## config.mk

```make
export PLATFORM = sky130hd
export DESIGN_NAME = hexscroll_ctrl
export DESIGN_NICKNAME = d
export VERILOG_FILES = /design/src/rtl/hexscroll_ctrl.sv
export SDC_FILE = /design/constraint.sdc
export NUM_CORES = 1
export LEC_CHECK = 0
export BUFFER_PORTS_ARGS = -buffer_cell sky130_fd_sc_hd__buf_2
export CAP_MARGIN = 5
export CORE_MARGIN = 1
export CORE_UTILIZATION = 64
export DETAILED_ROUTE_END_ITERATION = 16
export MAX_ROUTING_LAYER = met4
export PLACE_DENSITY = 0.84
export RECOVER_POWER = 50
export SYNTH_ARGS = -nofsm -noshare
export SYNTH_HDL_FRONTEND = slang
export SYNTH_SLANG_ARGS = --single-unit
```

## constraint.sdc

```tcl
create_clock -name clk -period 3.6 [get_ports clk]
set_input_delay 0.54 -clock clk [delete_from_list [all_inputs] [get_ports clk]]
set_output_delay 0.54 -clock clk [all_outputs]
set_load 0.05 [all_outputs]
```

## src/rtl/hexscroll_ctrl.sv

```systemverilog
// hexscroll_ctrl
//   Scroll controller for an 8-digit hex display. It produces the base digit
//   index (pos) that the display datapath starts from. In RUN, pos advances
//   one step every PRESCALE clocks, in the direction given by dir.
//
//   Optional feature macro: HEXSCROLL_STEP_EN
//     Defined   : a step rising edge in IDLE or PAUSE advances pos by one.
//     Undefined : the step port is present but ignored.
//
//   Parameters
//     PRESCALE  : clock cycles per scroll step (2..2^26)
//     WIDTH_CNT : prescaler counter width; must hold PRESCALE-1
//
//   Ports
//     clk      : system clock, rising edge
//     rst_n    : asynchronous active-low reset
//     start    : level input; a rising edge enters RUN (from IDLE or PAUSE)
//     stop     : level input; a rising edge goes RUN->PAUSE or PAUSE->IDLE
//     dir      : 0 = pos increments, 1 = pos decrements (sampled at advance)
//     step     : level input; a rising edge single-steps pos (feature macro)
//     load     : synchronous load strobe, acted on every cycle it is high
//     load_val : value written to pos on load
//     pos      : registered base digit index, 0..7
//     running  : high while in RUN
//     wrap     : one-cycle pulse after pos wraps 7->0 or 0->7
module hexscroll_ctrl #(
  parameter int unsigned PRESCALE  = 50000000,
  parameter int unsigned WIDTH_CNT = 26
) (
  input  logic       clk,
  input  logic       rst_n,
  input  logic       start,
  input  logic       stop,
  input  logic       dir,
  input  logic       step,
  input  logic       load,
  input  logic [2:0] load_val,
  output logic [2:0] pos,
  output logic       running,
  output logic       wrap
);

  typedef enum logic [1:0] {
    IDLE  = 2'd0,
    RUN   = 2'd1,
    PAUSE = 2'd2
  } state_t;

  localparam logic [WIDTH_CNT-1:0] CNT_LAST = WIDTH_CNT'(PRESCALE - 1);

  state_t               state;
  logic [WIDTH_CNT-1:0] cnt;
  logic                 start_q;
  logic                 stop_q;
  logic                 start_rise;
  logic                 stop_rise;

  // An edge is acted on at the same clock edge where the input is first
  // seen high; the _q registers hold the previous sample.
  assign start_rise = start & ~start_q;
  assign stop_rise  = stop  & ~stop_q;

  function automatic logic [2:0] next_pos(input logic [2:0] p, input logic d);
    return d ? (p - 3'd1) : (p + 3'd1);
  endfunction

  function automatic logic crosses(input logic [2:0] p, input logic d);
    return d ? (p == 3'd0) : (p == 3'd7);
  endfunction

`ifdef HEXSCROLL_STEP_EN
  logic step_q;
  logic step_rise;

  assign step_rise = step & ~step_q;

  always_ff @(posedge clk or negedge rst_n) begin
    if (!rst_n) begin
      step_q <= 1'b0;
    end else begin
      step_q <= step;
    end
  end
`else
  logic unused_step;
  assign unused_step = step;
`endif

  // Priority per cycle: load > stop edge > start edge > step edge > tick.
  // An event that has no effect in the current state does not block a
  // lower-priority event (e.g. a start edge in RUN leaves counting alone).
  always_ff @(posedge clk or negedge rst_n) begin
    if (!rst_n) begin
      state   <= IDLE;
      pos     <= '0;
      cnt     <= '0;
      wrap    <= 1'b0;
      running <= 1'b0;
      start_q <= 1'b0;
      stop_q  <= 1'b0;
    end else begin
      start_q <= start;
      stop_q  <= stop;
      wrap    <= 1'b0;

      if (load) begin
        pos <= load_val;
        cnt <= '0;
      end else begin
        unique case (state)
          IDLE: begin
            if (start_rise) begin
              state   <= RUN;
              running <= 1'b1;
              cnt     <= '0;
            end
`ifdef HEXSCROLL_STEP_EN
            else if (step_rise) begin
              pos  <= next_pos(pos, dir);
              wrap <= crosses(pos, dir);
            end
`endif
          end

          RUN: begin
            if (stop_rise) begin
              state   <= PAUSE;
              running <= 1'b0;
            end else if (cnt == CNT_LAST) begin
              cnt  <= '0;
              pos  <= next_pos(pos, dir);
              wrap <= crosses(pos, dir);
            end else begin
              cnt <= cnt + WIDTH_CNT'(1);
            end
          end

          PAUSE: begin
            if (stop_rise) begin
              state <= IDLE;
              pos   <= '0;
              cnt   <= '0;
            end else if (start_rise) begin
              // cnt is kept, so counting resumes where it was frozen
              state   <= RUN;
              running <= 1'b1;
            end
`ifdef HEXSCROLL_STEP_EN
            else if (step_rise) begin
              pos  <= next_pos(pos, dir);
              wrap <= crosses(pos, dir);
            end
`endif
          end

          default: begin
            state   <= IDLE;
            running <= 1'b0;
            cnt     <= '0;
          end
        endcase
      end
    end
  end

endmodule
```

==> results.json <==
{
  "min-delay-start": "start",
  "slew_viol_final": 36,
  "finalNetCount": 251,
  "area_delta_synth_final_pct": 7.295,
  "wire_per_inst_um": 16.54,
  "grt.total_usage_pct": 31.53,
  "cts_tree": "done",
  "yosys.area_share.adder_pct": 1.581,
  "fmax_mhz": 388.3,
  "drc": 0,
  "grt_pass1_wl_mm": 7.824,
  "cap_violations": 1,
  "start_kind": "register",
  "period_needed_ns": 2.575,
  "fin_skew_ns": 0.007600,
  "hold_path.class": "in2reg",
  "clk_path_buf_depth": 2,
  "synth.distinct_cells": 47,
  "r2r-end": "cnt[24]$_DFFE_PN0P_",
  "regToRegSetupSlack_ns": 1.02,
  "path_class": "reg2reg",
  "endpoint_kind": "register",
  "wl_mm": 4.697,
  "io_pins": 15,
  "ys.flop_type": "dfrtp_1",
  "cts.repair.resized": 0,
  "grt_max_degree": 36,
  "synth.net_count": 241,
  "leakage_nw": 0.8867,
  "antenna_found_initial": 0,
  "gp_congestion": 0.8347,
  "place_hpwl_mm": 3.345,
  "ant_nets": 0,
  "synth-edff-count": 0,
  "max-vdd-ir-drop_v": 0.0003420,
  "grt.overflow.total": 0,
  "diodes": 0,
  "synthCells": 229,
  "initialDrtViolationCount": 175,
  "path_max_fanout": 17,
  "yosys_warnings": 0,
  "rows": 20,
  "r2r_cells": 5,
  "cts_root_buf": "clkbuf_4",
  "dp.cells": 276,
  "fin_crit_sh_pct": 71.54,
  "synth_compound_area_share_pct": 22.31,
  "drt_first_pass_iters": 4,
  "htreeDepth": 2,
  "clkSinkCount": 35,
  "max_stage_delay_ns": 0.56,
  "synth_top_family_by_area": "simple AND/OR/NAND/NOR gates",
  "layout-drive-gt1-share_pct": 12.08,
  "fp.dieW_um": 58.71,
  "yosysMostFrequentCell": "dfrtp_1",
  "hold_end": "start_q$_DFF_PN0_",
  "core_area_um2": 3053,
  "cp.required_ns": 3.81,
  "reg2reg_from": "state[1]$_DFFE_PN0P_",
  "chipHeight_um": 58.71,
  "crit_chain": "or3b_2 -> nand2b_1 -> a21oi_2 -> inv_1 -> o311ai_0",
  "cts_hold_buf": 0,
  "synth_seq_cells": 35,
  "whs_path_depth": 1,
  "via_per_inst": 6.535,
  "crit_arrival_ns": 2.79,
  "tns_ns": 0,
  "worstSkewPairLatency_ns": 0.35,
  "ys_seq_area_share_pct": 42.55,
  "die_area_um2": 3447,
  "synth.area.top_cells": "dfrtp_1 43%, a21oi_1 5.6%, a31oi_1 5.2%",
  "violations": "max-capacitance violations, max-slew violations",
  "vias": 1856,
  "power.density_nw_per_um2": 493.2,
  "tightest_slew_ns": 1.859,
  "grt_pass1_vias": 1793,
  "synthXorXnorAreaFrac_pct": 0.8511,
  "synth_top_area_share_pct": 42.55,
  "initial_core_util_pct": 67.42,
  "crit_slowest_cell": "or3b_2",
  "rsz0062_at_grt": "no",
  "synth_common_cells": "35 x dfrtp_1, 25 x nand2_1, 23 x a21oi_1, 17 x a31oi_1",
  "synth_simple_gate_area_share_pct": 26.26,
  "netlist_area_um2": 2058,
  "status": "finished, violations left",
  "hold_violations": 0,
  "finalSetupViolations": 0,
  "synth.area.mux_share_pct": 2.492,
  "cts_buffers": 5,
  "final_cell_count_no_fill": 284,
  "slew-limit-headroom_pct": -23.92,
  "io_buffers": 13,
  "yosysTopAreaCell": "dfrtp_1",
  "syn_area_per_cell_um2": 8.988,
  "postCtsSetupRepairBufs": 0,
  "clk_pin_slew_ns": 0.11,
  "synthArstFlopShare_pct": 100.0
}
-- worst max-delay path by stage --
stage / to / startpoint
detailed placement: cnt[24]$_DFFE_PN0P_ / load
floorplan: pos[2]$_DFFE_PN0P_ / cnt[0]$_DFFE_PN0P_
finish: cnt[24]$_DFFE_PN0P_ / state[1]$_DFFE_PN0P_
global route: cnt[24]$_DFFE_PN0P_ / state[1]$_DFFE_PN0P_
global placement: cnt[17]$_DFFE_PN0P_ / load
CTS: cnt[24]$_DFFE_PN0P_ / state[1]$_DFFE_PN0P_
-- state kept, by name, indices dropped and copies added, names as in the netlist --
register,count
cnt,26
pos,3
running,1
start_q,1
state,2
stop_q,1
wrap,1
-- placed cells by master (no fill, tap or decap), types with 4 or more instances in the layout --
master,netlist,layout
nor2_1,8,8
buf_2,8,11
mux2i_1,4,4
o21ai_0,11,11
clkbuf_4,0,5
a41oi_1,6,6
nand3_1,11,11
nand2b_1,7,7
nand2_1,25,25
nand4_1,9,9
a31oi_1,17,17
and3_1,9,9
a21oi_1,23,23
dfrtp_1,35,35
inv_1,6,6
nor3_1,7,7
-- power by group --
group / switching [W] / total, W / internal (W)
combinational: 0.000242 / 0.000358 / 0.000116
clock: 0.000132 / 0.000247 / 0.000115
sequential: 0.0000553 / 0.000484 / 0.000429
total: 0.000430 / 0.00109 / 0.000659
-- layer usage --
metal	up-vias	global-route usage [%]	routed length, um
met4	0	12.24	73
li1	891	-	-
met2	67	54.02	2404
met3	8	6.374	226
met1	890	36.47	1992
met5	-	-	0
-- critical path: cells and delay by family, from the launching register on --
family	cells	cell delay [ns]
AOI/OAI and AO/OA	2	0.96
buffers and inverters	1	0.20
DFF	1	0.51
and+or+nand+nor	2	0.76
-- kinds of logic (layout without fill, tap and decap cells) --
logic type | after synthesis | count (layout)
AO/OA/AOI/OAI | 70 | 70
XOR/XNOR | 2 | 2
adder cells (fa/ha/maj) | 2 | 2
buffers and inverters | 19 | 30
flip-flops | 35 | 35
multiplexers | 5 | 5
AND/OR/NAND/NOR | 96 | 96
-- per-stage QoR --
step	worst slack, ns	hold slack (ns)	cell area [um^2]	total power [W]	util (%)
4_1_cts	1.014	0.2790	2211	0.001091	72.42
6_report	1.025	0.3056	2208	0.001089	72.34
5_1_grt	0.8304	0.2997	2208	0.001148	72.34
3_5_place_dp	0.8220	0.4799	2142	0.0008475	70.16
2_1_floorplan	1.544	0.2444	2058	0.0007542	-
3_3_place_gp	0.9731	0.4772	2142	0.0008213	70.16
-- final cells by class --
type                       count  area, um^2
fill                         256       844.6
timing repair buffer          16       85.08
tap                           44       55.05
multi-input combinational    175        1101
clock buffer                   8       68.82
inverter                       6       22.52
sequential                    35       875.8
Power figures use the tool's default switching activity.
